File: src/rtl/sl3_sync_lock_if.sv
`default_nettype none
// ============================================================================
// Module   : sl3_sync_lock_if
// Purpose  : Word-qualifier inputs and lock-status outputs of the metaframe
//            sync-lock block, bundled for connection between the upstream
//            datapath (master) and the lock block (slave).
// Revision : 1.0  initial release
// ============================================================================
interface sl3_sync_lock_if;
    logic        din_valid;
    logic        match;
    logic        locked;
    logic        frame_start;
    logic        sync_err;
    logic        lock_lost;
    logic [15:0] word_pos;
    logic [15:0] err_count;

    modport master (
        output din_valid, match,
        input  locked, frame_start, sync_err, lock_lost, word_pos, err_count
    );

    modport slave (
        input  din_valid, match,
        output locked, frame_start, sync_err, lock_lost, word_pos, err_count
    );
endinterface
`default_nettype wire

File: src/rtl/sl3_sync_lock.sv
`default_nettype none
// ============================================================================
// Module   : sl3_sync_lock
// Purpose  : Metaframe sync-word lock FSM (HUNT / VERIFY / LOCKED) with
//            position tracking, sync-error pulses and a saturating error count.
// Revision : 1.0  initial release
// ============================================================================
module sl3_sync_lock #(
    parameter int META_LEN = 2048,
    parameter int LOCK_CNT = 4,
    parameter int LOSS_CNT = 4
) (
    input  wire logic       clk,
    input  wire logic       sclr,
    sl3_sync_lock_if.slave  bus
);

    typedef enum logic [1:0] {
        ST_HUNT   = 2'd0,
        ST_VERIFY = 2'd1,
        ST_LOCKED = 2'd2
    } state_t;

    localparam logic [15:0] c_LAST_POS = 16'(META_LEN - 1);
    localparam logic [3:0]  c_LOCK     = 4'(LOCK_CNT);
    localparam logic [3:0]  c_LOSS     = 4'(LOSS_CNT);

    state_t      r_state, w_state_nxt;
    logic [3:0]  r_good, w_good_nxt;
    logic [3:0]  r_bad, w_bad_nxt;
    logic [15:0] r_pos, w_pos_nxt;
    logic [15:0] r_err_count, w_err_nxt;
    logic        r_locked, r_frame_start, r_sync_err, r_lock_lost;
    logic        w_fs, w_se, w_ll;
    logic [15:0] w_cur_pos;
    logic [3:0]  w_good_inc, w_bad_inc;

    // Position the current word would occupy if we are tracking a metaframe.
    assign w_cur_pos  = (r_pos == c_LAST_POS) ? 16'd0 : r_pos + 16'd1;
    assign w_good_inc = r_good + 4'd1;
    assign w_bad_inc  = r_bad + 4'd1;

    // Next-state, counter and pulse decode; invalid cycles hold everything.
    always_comb begin
        w_state_nxt = r_state;
        w_good_nxt  = r_good;
        w_bad_nxt   = r_bad;
        w_pos_nxt   = r_pos;
        w_err_nxt   = r_err_count;
        w_fs        = 1'b0;
        w_se        = 1'b0;
        w_ll        = 1'b0;
        if (bus.din_valid) begin
            case (r_state)
                ST_HUNT: begin
                    // The hunted word becomes slot 0 of a candidate metaframe.
                    w_pos_nxt = 16'd0;
                    if (bus.match) begin
                        w_good_nxt = 4'd1;
                        w_bad_nxt  = 4'd0;
                        if (c_LOCK == 4'd1) begin
                            w_state_nxt = ST_LOCKED;
                            w_fs        = 1'b1;
                        end else begin
                            w_state_nxt = ST_VERIFY;
                        end
                    end else begin
                        w_good_nxt = 4'd0;
                    end
                end
                ST_VERIFY: begin
                    w_pos_nxt = w_cur_pos;
                    if (w_cur_pos == 16'd0) begin
                        if (bus.match) begin
                            w_good_nxt = w_good_inc;
                            if (w_good_inc == c_LOCK) begin
                                w_state_nxt = ST_LOCKED;
                                w_bad_nxt   = 4'd0;
                                w_fs        = 1'b1;
                            end
                        end else begin
                            // Candidate rejected silently; not yet locked.
                            w_state_nxt = ST_HUNT;
                            w_good_nxt  = 4'd0;
                        end
                    end
                end
                ST_LOCKED: begin
                    w_pos_nxt = w_cur_pos;
                    if (w_cur_pos == 16'd0) begin
                        if (bus.match) begin
                            w_bad_nxt = 4'd0;
                            w_fs      = 1'b1;
                        end else begin
                            w_se      = 1'b1;
                            w_bad_nxt = w_bad_inc;
                            if (w_bad_inc == c_LOSS) begin
                                w_state_nxt = ST_HUNT;
                                w_ll        = 1'b1;
                                w_good_nxt  = 4'd0;
                                w_bad_nxt   = 4'd0;
                            end
                        end
                    end
                end
                default: begin
                    w_state_nxt = ST_HUNT;
                    w_good_nxt  = 4'd0;
                    w_bad_nxt   = 4'd0;
                    w_pos_nxt   = 16'd0;
                end
            endcase
            if (w_se && (r_err_count != 16'hFFFF)) begin
                w_err_nxt = r_err_count + 16'd1;
            end
        end
    end

    // State, counters and registered outputs; sclr overrides every input.
    always_ff @(posedge clk) begin
        if (sclr) begin
            r_state       <= ST_HUNT;
            r_good        <= 4'd0;
            r_bad         <= 4'd0;
            r_pos         <= 16'd0;
            r_err_count   <= 16'd0;
            r_locked      <= 1'b0;
            r_frame_start <= 1'b0;
            r_sync_err    <= 1'b0;
            r_lock_lost   <= 1'b0;
        end else begin
            r_state       <= w_state_nxt;
            r_good        <= w_good_nxt;
            r_bad         <= w_bad_nxt;
            r_pos         <= w_pos_nxt;
            r_err_count   <= w_err_nxt;
            r_locked      <= (w_state_nxt == ST_LOCKED);
            r_frame_start <= w_fs;
            r_sync_err    <= w_se;
            r_lock_lost   <= w_ll;
        end
    end

    assign bus.locked      = r_locked;
    assign bus.frame_start = r_frame_start;
    assign bus.sync_err    = r_sync_err;
    assign bus.lock_lost   = r_lock_lost;
    assign bus.word_pos    = r_pos;
    assign bus.err_count   = r_err_count;

endmodule
`default_nettype wire

File: src/flat_wrapper.sv
// flat-port wrapper written by rule: the top's interface ports become plain ports
module sl3_sync_lock_flat 
#(
    parameter int META_LEN = 2048,
    parameter int LOCK_CNT = 4,
    parameter int LOSS_CNT = 4
)
  (clk, sclr, bus_din_valid, bus_match, bus_locked, bus_frame_start, bus_sync_err, bus_lock_lost, bus_word_pos, bus_err_count);
  sl3_sync_lock_if bus_i ();
  input  wire logic clk;
  input  wire logic sclr;
  input wire logic [$bits(bus_i.din_valid)-1:0] bus_din_valid;
  input wire logic [$bits(bus_i.match)-1:0] bus_match;
  output wire logic [$bits(bus_i.locked)-1:0] bus_locked;
  output wire logic [$bits(bus_i.frame_start)-1:0] bus_frame_start;
  output wire logic [$bits(bus_i.sync_err)-1:0] bus_sync_err;
  output wire logic [$bits(bus_i.lock_lost)-1:0] bus_lock_lost;
  output wire logic [$bits(bus_i.word_pos)-1:0] bus_word_pos;
  output wire logic [$bits(bus_i.err_count)-1:0] bus_err_count;
  assign bus_i.din_valid = bus_din_valid;
  assign bus_i.match = bus_match;
  assign bus_locked = bus_i.locked;
  assign bus_frame_start = bus_i.frame_start;
  assign bus_sync_err = bus_i.sync_err;
  assign bus_lock_lost = bus_i.lock_lost;
  assign bus_word_pos = bus_i.word_pos;
  assign bus_err_count = bus_i.err_count;
  sl3_sync_lock #(.META_LEN(META_LEN), .LOCK_CNT(LOCK_CNT), .LOSS_CNT(LOSS_CNT)) u_core (.clk(clk), .sclr(sclr), .bus(bus_i));
endmodule
File: config.mk
export PLATFORM = sky130hd
export DESIGN_NAME = sl3_sync_lock_flat
export DESIGN_NICKNAME = d
export VERILOG_FILES = /design/src/rtl/sl3_sync_lock_if.sv /design/src/rtl/sl3_sync_lock.sv /design/src/flat_wrapper.sv
export SDC_FILE = /design/constraint.sdc
export NUM_CORES = 1
export LEC_CHECK = 0
export BUFFER_PORTS_ARGS = -buffer_cell sky130_fd_sc_hd__buf_4
export CAP_MARGIN = 20
export CORE_MARGIN = 2
export CORE_UTILIZATION = 30
export DETAILED_ROUTE_END_ITERATION = 10
export GPL_TIMING_DRIVEN = 0
export PLACE_DENSITY = 0.47
export SETUP_SLACK_MARGIN = 0.1
export SLEW_MARGIN = 5
export SYNTH_ARGS = -nofsm -noshare
export SYNTH_HDL_FRONTEND = slang
export SYNTH_SLANG_ARGS = --single-unit
File: constraint.sdc
create_clock -name clk -period 8.8 [get_ports clk]
set_clock_uncertainty 0.1 [all_clocks]
set_input_delay 2.64 -clock clk [delete_from_list [all_inputs] [get_ports clk]]
set_output_delay 2.64 -clock clk [all_outputs]
set_load 0.02 [all_outputs]
==> metrics.md <==
| Metric | Value |
|---|---|
| Max frequency | `230 MHz` |
| Tightest Hold Check Type | `reg2reg` |
| Most frequent cells after synthesis | `dfxtp_1, o21ai_0, a21oi_1, nor2_1, nand2_1` |
| Rows | `35` |
| Tcrit/Tclk final | `49.5%` |
| # diodes | `0` |
| Global-route wire length before repair | `13,600 µm` |
| Initial antenna violation count | `0` |
| GRT Total Usage | `16.5%` |
| Clock root cell | `clkbuf_8` |
| R2R Path End | `u_core.bus.err_count[14]$_SDFFE_PP0P_` |
| Crit Path Class | `in2reg` |
| Die W | `102 µm` |
| Post-route ant nets | `0` |
| Post-synth EDFFs | `0` |
| Maxcap violations | `0` |
| Library cells used by synthesis | `56` |
| IO buf count | `38` |
| Total Power | `0.406 mW` |
| Synth Flop Type | `dfxtp_1` |
| DR pass1 iterations | `5` |
| CP Data Arrival Time | `4.46 ns` |
| CP max stage delay | `0.45 ns` |
| Grt total ovfl | `0` |
| CTS Buf Count | `5` |
| Synth warn | `0` |
| GPL Wtd Cong | `0.871` |
| Reg2Reg Setup Slack | `5.49 ns` |
| Area Overhead vs Synth | `19.3%` |
| Critical Path End Type | `register` |
| Storage cell area | `921 µm²` |
| Max_slew headroom | `43.2%` |
| Worst-path fanout max | `10` |
| Final-report max-slew violation count | `0` |
| WL/cell | `15.5 µm` |
| Top cells by area, synth | `dfxtp_1, o21ai_0, a21oi_1` |
| LEAKAGE | `1.33 nW` |
| Htree depth | `2` |
| Dpl cells | `533` |
| Syn Inst Count | `366` |
| FF+latch count, synth | `46` |
| Layout cells sized above 1 | `16.0%` |
| Async S/R FF share, synth | `0%` |
| Most frequent cell after synthesis | `dfxtp_1` |
| Filler cells | `1,009` |
| RSZ-0062 raised after global routing | `no` |
| Clk buf depth | `2` |
| Postcts setup bufs | `0` |
| Syn Nets | `380` |
| Number of global-route vias before repair | `2,627` |
| Sequential area share after synthesis | `31.7%` |
| Status | `complete, no violations` |
| Actual slew at the worst max-slew pin | `0.841 ns` |
| Final count of negative-setup-slack endpoints | `0` |
| Crit path to | `u_core.bus.word_pos[5]$_SDFFE_PP0P_` |
| Worst path required time | `8.91 ns` |
| Clock sinks | `46` |
| CTS tree | `yes` |
| Minimum clock period | `4.35 ns` |
| Final hold violation count | `0` |
| CP Cell Sequence | `clkbuf_1, inv_1, and3_1, clkbuf_1, nand2_1, a21oi_1, o21ai_0, o41ai_1` |
| Synthesized area | `2900 µm²` |
| CP startpoint kind | `input port` |
| Post-DP HPWL | `6110 µm` |
| Initial Util | `31.1%` |
| FF-to-FF path depth | `9` |
| Yosys top cell by area | `dfxtp_1` |
| Top cell by count, worst path | `clkbuf_1` |
| Synth top area share | `31.7%` |
| Min-delay src | `u_core.bus.err_count[12]$_SDFFE_PP0P_` |
| Reg2reg start | `u_core.bus.word_pos[7]$_SDFFE_PP0P_` |
| Setup_tns | `0 ns` |
| VDD IR max | `73.7 µV` |
| Cts hold-fix bufs | `0` |
| Layout Cells excl Fill | `541` |
| Vias | `2,987` |
| Post-CTS sizing | `0` |
| Core area | `9330 µm²` |
| CP Launch Point | `sclr` |
| Die Height | `102 µm` |
| Final wirelength | `8390 µm` |
| Pwr Density | `117 nW/µm²` |
| Clk_lat worst skew | `0.31 ns` |
| Worst-path clk slew | `0.10 ns` |
| Worst path slowest cell | `clkbuf_1` |
| Area of the multi-input gates | `1850 µm²` |
| Die ar. | `10,500 µm²` |
| Nets | `425` |
| Vias per cell | `5.52` |
| IO Pins | `40` |
| Avg Cell Area, Syn | `7.93 µm²` |
| Largest net degree at the start of global routing | `16` |
| DR DRC count | `0` |
| Initial DRC Count | `93` |
per-layer routing:
metal / GRT usage (%) / wire length (µm) / vias to the layer above / share of wire (%)
li1: - / - / 1492 / -
met1: 23.8 / 4260 / 1409 / 51
met2: 25.8 / 3730 / 79 / 44
met3: 2.46 / 326 / 7 / 3.9
met4: 4.10 / 81 / 0 / 0.97
met5: 0 / 0 / - / 0
logic make-up (layout without fill, tap and decap cells):
family | count (synthesis) | after routing | synth area share [%]
compound gates | 114 | 114 | 25.8
fa+ha+maj | 10 | 10 | 4.31
xor+xnor | 8 | 8 | 2.41
flops | 46 | 46 | 31.7
simple gates | 158 | 158 | 31.1
buf+inv | 30 | 76 | 4.66
how the worst min path moves through the flow:
stage / endpoint / slack [ns] / cells past startpoint
after floorplan: u_core.r_good[3]$_SDFFE_PP0P_ / 0.35 / 1
after global placement: u_core.bus.err_count[12]$_SDFFE_PP0P_ / 0.38 / 2
after detailed placement: u_core.bus.err_count[12]$_SDFFE_PP0P_ / 0.39 / 2
after CTS: u_core.bus.err_count[7]$_SDFFE_PP0P_ / 0.41 / 2
after global routing: u_core.bus.err_count[12]$_SDFFE_PP0P_ / 0.43 / 2
final: u_core.bus.err_count[12]$_SDFFE_PP0P_ / 0.40 / 2
state kept, by name (all words and copies together), names as in the netlist:
signal / flops
u_core.bus.sync_err: 1
u_core.r_bad: 4
u_core.bus.frame_start: 1
u_core.bus.err_count: 16
u_core.bus.lock_lost: 1
u_core.r_good: 4
u_core.bus.locked: 1
u_core.bus.word_pos: 16
u_core.r_state: 2
area by class of cell:
type	instances	area share (%)
multi-input combinational	290	53.3
sequential	46	26.6
clock buffer	5	1.99
clock inverter	3	1.27
inverter	9	0.976
tap	129	4.66
buffer	21	2.93
timing repair buffer	38	8.24
where the power goes:
group | total (mW) | internal, mW | switching, mW
clock network | 0.168 | 0.0854 | 0.0825
registers | 0.210 | 0.209 | 0.00122
logic | 0.0283 | 0.00869 | 0.0196
total | 0.406 | 0.303 | 0.103
metrics by stage:
| stage | worst slack [ns] | hold slack [ns] | cell area (µm²) | utilization, % |
|---|---|---|---|---|
| after floorplan | 4.73 | 0.346 | 2900 | - |
| after global placement | 4.15 | 0.384 | 3350 | 35.9 |
| after detailed placement | 4.15 | 0.389 | 3350 | 35.9 |
| after CTS | 4.48 | 0.405 | 3460 | 37.1 |
| after global routing | 4.21 | 0.434 | 3460 | 37.1 |
| final | 4.45 | 0.401 | 3460 | 37.1 |
critical path, delay by kind of cell:
kind                   cells  cell delay [ns]
buffers and inverters      3             0.98
AND/OR/NAND/NOR            2             0.49
AO/OA/AOI/OAI              3             0.34
placed cells by master (no fill, tap or decap), drive strengths merged, types with 10 or more instances in the layout:
| cell type | count |
|---|---|
| nor2 | 28 |
| or4 | 16 |
| o31ai | 18 |
| o21ai | 31 |
| ha | 10 |
| nand3 | 23 |
| buf | 46 |
| a21oi | 29 |
| inv | 10 |
| clkbuf | 18 |
| nand2 | 26 |
| dfxtp | 46 |
No activity file was read; power rests on OpenSTA's default activity.
